## config.mk

```make
export PLATFORM = sky130hd
export DESIGN_NAME = return_address_stack
export DESIGN_NICKNAME = d
export VERILOG_FILES = /design/src/rtl/return_address_stack.sv
export SDC_FILE = /design/constraint.sdc
export NUM_CORES = 1
export LEC_CHECK = 0
export CORE_MARGIN = 5
export CORE_UTILIZATION = 50
export DETAILED_ROUTE_END_ITERATION = 16
export PLACE_DENSITY = 0.69
export SLEW_MARGIN = 10
export SYNTH_ARGS = -nofsm -noshare
export SYNTH_HDL_FRONTEND = slang
export SYNTH_SLANG_ARGS = --single-unit
```

## constraint.sdc

```tcl
create_clock -name clk -period 3.4 [get_ports clk]
set_input_delay 0.34 -clock clk [delete_from_list [all_inputs] [get_ports clk]]
set_output_delay 0.34 -clock clk [all_outputs]
set_load 0.01 [all_outputs]
```

## src/rtl/return_address_stack.sv

```systemverilog
// Circular return-address stack with non-destructive pops and pipeline-flush rollback.
// Optional overflow/underflow statistics counters are built when RAS_STATS_EN is defined.
module return_address_stack #(
  parameter int unsigned DEPTH = 8,
  parameter int unsigned WIDTH = 32
) (
  input  logic             clk,
  input  logic             rst_n,
  input  logic             RAS_push,
  input  logic [WIDTH-1:0] push_addr,
  input  logic             RAS_pop,
  input  logic             RAS_rollback_pop_id,
  input  logic             RAS_rollback_push_id,
  input  logic             RAS_rollback_push_ex,
  input  logic             WR_ra_track_en,
  input  logic [4:0]       WR_ra_track_data,
  output logic [WIDTH-1:0] RAS_top,
  output logic             RAS_valid,
  output logic             RAS_full,
  output logic [4:0]       RAS_ra_track,
  output logic [15:0]      ovf_cnt,
  output logic [15:0]      unf_cnt
);

  localparam int unsigned PTR_W = $clog2(DEPTH);
  localparam int unsigned CNT_W = PTR_W + 1;
  localparam int unsigned SUM_W = PTR_W + 2;
  localparam logic [CNT_W-1:0] FULL_CNT = CNT_W'(DEPTH);

  logic [WIDTH-1:0] entry [DEPTH];
  logic [PTR_W-1:0] tp, tp_nxt, tp_dec, wr_idx;
  logic [CNT_W-1:0] count, count_nxt;
  logic [4:0]       ra_track, ra_nxt;
  logic [SUM_W-1:0] rb_up, rb_sum;
  logic             rollback, is_full, is_empty, wr_en;

  // Next-state decode: rollback has priority over push/pop
  always_comb begin
    rollback  = RAS_rollback_pop_id | RAS_rollback_push_id | RAS_rollback_push_ex;
    is_full   = (count == FULL_CNT);
    is_empty  = (count == '0);
    tp_dec    = tp - PTR_W'(1);
    tp_nxt    = tp;
    count_nxt = count;
    wr_en     = 1'b0;
    wr_idx    = tp;
    ra_nxt    = ra_track;
    rb_up     = SUM_W'(count) + SUM_W'(RAS_rollback_push_id) + SUM_W'(RAS_rollback_push_ex);
    rb_sum    = rb_up;

    if (rollback) begin
      tp_nxt = tp + PTR_W'(RAS_rollback_push_id) + PTR_W'(RAS_rollback_push_ex)
                  - PTR_W'(RAS_rollback_pop_id);
      if (RAS_rollback_pop_id && (rb_up != '0)) rb_sum = rb_up - SUM_W'(1);
      count_nxt = (rb_sum > SUM_W'(DEPTH)) ? FULL_CNT : CNT_W'(rb_sum);
    end else if (RAS_push && RAS_pop && !is_empty) begin
      wr_en  = 1'b1;
      wr_idx = tp_dec;
    end else if (RAS_push) begin
      wr_en  = 1'b1;
      tp_nxt = tp + PTR_W'(1);
      if (!is_full) count_nxt = count + CNT_W'(1);
    end else if (RAS_pop && !is_empty) begin
      tp_nxt    = tp_dec;
      count_nxt = count - CNT_W'(1);
    end

    if (RAS_push)            ra_nxt = 5'd1;
    else if (WR_ra_track_en) ra_nxt = WR_ra_track_data;
  end

  always_ff @(posedge clk or negedge rst_n) begin
    if (!rst_n) begin
      tp       <= '0;
      count    <= '0;
      ra_track <= 5'd1;
      for (int i = 0; i < DEPTH; i++) entry[i] <= '0;
    end else begin
      tp       <= tp_nxt;
      count    <= count_nxt;
      ra_track <= ra_nxt;
      if (wr_en) entry[wr_idx] <= push_addr;
    end
  end

  assign RAS_top      = entry[tp_dec];
  assign RAS_valid    = !is_empty;
  assign RAS_full     = is_full;
  assign RAS_ra_track = ra_track;

`ifdef RAS_STATS_EN
  logic ovf_inc, unf_inc;
  assign ovf_inc = !rollback && RAS_push && !RAS_pop && is_full;
  assign unf_inc = !rollback && RAS_pop && !RAS_push && is_empty;

  // Saturating event counters
  always_ff @(posedge clk or negedge rst_n) begin
    if (!rst_n) begin
      ovf_cnt <= '0;
      unf_cnt <= '0;
    end else begin
      if (ovf_inc && (ovf_cnt != 16'hFFFF)) ovf_cnt <= ovf_cnt + 16'd1;
      if (unf_inc && (unf_cnt != 16'hFFFF)) unf_cnt <= unf_cnt + 16'd1;
    end
  end
`else
  assign ovf_cnt = '0;
  assign unf_cnt = '0;
`endif

endmodule

```

==> results.sh <==
export IMPL_status="finished clean"
export IMPL_num_rows=59
export IMPL_final_util_pct=58.7
export IMPL_cts_tree="yes"
export IMPL_critPathRequiredTime_ns=3.06
export IMPL_period_minus_slack_ns=3.25
export IMPL_hold_slack_ns=0.407
export IMPL_synth_top_cell_area_share_pct=51.4
export IMPL_async_flop_share_pct=100
export IMPL_antenna_left=0
export IMPL_synthTopCellsByArea="dfrtp_1 (51%), mux2_2 (22%), mux4_2 (11%)"
export IMPL_slew_violations=0
export IMPL_ys_seq_area_share_pct=51.6
export IMPL_synth_edff_count=0
export IMPL_hold_viol_final=0
export IMPL_arrival_ns=2.91
export IMPL_grt_pass1_wl_um=44800
export IMPL_yosys_area_top_type="dfrtp_1"
export IMPL_clock_path_buffers=3
export IMPL_initial_core_util_pct=50.3
export IMPL_fin_nets=1061
export IMPL_drcViolationCount=0
export IMPL_fin_cells=1359
export IMPL_grt_pass1_vias=8244
export IMPL_finalSetupTns_ns=0
export IMPL_viasPerCell=5.60
export IMPL_worst_clock_skew_ns=0.00940
export IMPL_path_clk_slew_ns=0.06
export IMPL_netlist_area_um2=13000
export IMPL_tightest_slew_ns=1.09
export IMPL_drt_iter0_drc=446
export IMPL_netlist_instances=909
export IMPL_gp_congestion=0.817
export IMPL_insertion_delay_ns=0.53
export IMPL_die_area_um2=29300
export IMPL_yosys_top_cells_count="dfrtp_1 (267), mux2_2 (249), nand2_1 (106)"
export IMPL_grt_total_usage_pct=19.1
export IMPL_yosys_register_bits=268
export IMPL_r2r_start="count[0]$_DFFE_PN0P_"
export IMPL_io_pins=116
export IMPL_synth_ff_type="dfrtp_1"
export IMPL_wirelength_um=27400
export IMPL_fmax_ghz=0.308
export IMPL_min_path_type="primary input to async pin"
export IMPL_r2r_end="count[1]$_DFFE_PN0P_"
export IMPL_grt_overflow=0
export IMPL_vias=7615
export IMPL_cts_sinks=268
export IMPL_drtPass1Iterations=4
export IMPL_period_share_pct=95.6
export IMPL_drive_gt1_share_pct=40.4
export IMPL_antenna_found_initial=1
export IMPL_power_density_nw_per_um2=984
export IMPL_power_leakage_nw=7.08
export IMPL_yosysUniqueCellTypes=51
export IMPL_dp_hpwl_um=16700
export IMPL_clockRootBuffer="clkbuf_16"
export IMPL_n_antenna_cell=0
export IMPL_die_x_um=171
export IMPL_endpoint_kind="output pin"
export IMPL_core_um2=25800
export IMPL_grt_max_degree=81
export IMPL_yosys_warnings=0
export IMPL_area_growth_pct=16.8
export IMPL_syn_avg_cell_area_um2=14.3
export IMPL_cts_htree_levels=1
export IMPL_path_class="flip-flop to output pin"
export IMPL_start_kind="flip-flop"
export IMPL_peakVddDrop_mv=0.598
export IMPL_portBuffers=83
export IMPL_die_h_um=171
export IMPL_nFillCells=2048
export IMPL_slew_headroom_pct=27.1
export IMPL_timing_reg2reg_setup_slack_ns=0.43
export IMPL_critPathMaxFanout=20
export IMPL_cts_buffers_inserted=28
export IMPL_setup_viol=0
export IMPL_synth_most_common_cell="dfrtp_1"
export IMPL_rsz0062_at_grt="false"
export IMPL_detail_route_wl_per_cell_um=20.2
export IMPL_place_inst=1307
export IMPL_drv_cap=0
export IMPL_reg2reg_depth=12
-- routing by layer --
| layer | vias to the layer above | track usage (%) | part of all wire, % |
|---|---|---|---|
| met4 | 2 | 3.75 | 1.4 |
| met5 | - | 0 | 0.047 |
| met3 | 35 | 2.96 | 4.4 |
| met2 | 140 | 31.6 | 49 |
| met1 | 4007 | 27.3 | 45 |
| li1 | 3431 | - | - |
-- kinds of logic after synthesis --
group,share of synthesized area (%)
other cells,0.0289
xor+xnor,0.877
buf+inv,4.70
flops,51.6
mux,34.1
compound gates,2.51
simple gates,4.79
fa+ha+maj,1.39
-- critical path: stages, from the launching register on --
cell,delay (ns)
dfrtp_1,0.52
inv_1,0.15
ha_4,0.38
buf_6,0.25
mux4_2,0.33
nand2_1,0.09
nand2_1,0.13
clkdlybuf4s50_1,0.52
-- power by group --
group / total (mW) / internal (mW) / switching, mW
clock network: 3.06 / 1.84 / 1.22
registers: 5.32 / 4.60 / 0.721
logic: 6.55 / 3.63 / 2.93
total: 14.9 / 10.1 / 4.86
-- stage by stage --
stage                     setup slack, ns  area, um^2  total power [mW]
after detailed placement          -0.0584       14200              11.9
after global placement             0.0491       14200              11.8
final                               0.149       15200              14.9
after floorplan                     0.400       13100              9.58
after CTS                        -0.00556       15100              15.0
after global routing               0.0258       15200              15.9
-- final cells by class --
type / instances / area, um^2 / area share, %
multi-input combinational: 574 / 5870 / 38.7
inverter: 11 / 41.3 / 0.272
sequential: 268 / 6710 / 44.2
clock inverter: 6 / 55.1 / 0.363
tap: 335 / 419 / 2.76
clock buffer: 44 / 882 / 5.82
timing repair buffer: 121 / 1190 / 7.84
-- how the worst max path moves through the flow --
stage / startpoint / end / slack, ns / cells after the start
global placement: RAS_rollback_push_ex / count[0]$_DFFE_PN0P_ / 0.05 / 13
CTS: tp[1]$_DFFE_PN0P_ / RAS_top[14] / -0.006 / 7
global route: tp[1]$_DFFE_PN0P_ / RAS_top[10] / 0.03 / 7
finish: tp[1]$_DFFE_PN0P_ / RAS_top[8] / 0.15 / 7
detailed placement: RAS_rollback_push_ex / count[1]$_DFFE_PN0P_ / -0.06 / 13
floorplan: count[0]$_DFFE_PN0P_ / count[0]$_DFFE_PN0P_ / 0.40 / 12
-- what timing repair did --
item | 4_1_cts | 5_1_grt
cloned | 0 | 0
hold buffers | 1 | 0
setup endpoints to repair | 4 | 24
gates resized for setup | 1 | 3
pin swaps | 0 | 1
hold endpoints to repair | 74 | 0
setup buffers | 0 | 1
-- flip-flops by register name (all words and copies together), names as in the netlist --
register and flops:
RAS_ra_track 5, count 4, entry 256, tp 3
-- cells in the final DEF, fill, tap and decap left out, drive strengths merged, types with 4 or more instances in the layout --
cell,count
nor2,12
nand3,5
inv,11
clkdlybuf4s50,82
dfrtp,267
o22ai,4
nor4,4
xnor2,7
clkbuf,44
mux4,64
buf,38
a21o,4
o21ai,8
fa,4
xor2,6
clkinv,5
mux2i,9
ha,8
mux2,257
nand2,107
nor3,5
a21oi,11
conb,32
(Power assumes the default switching activity.)
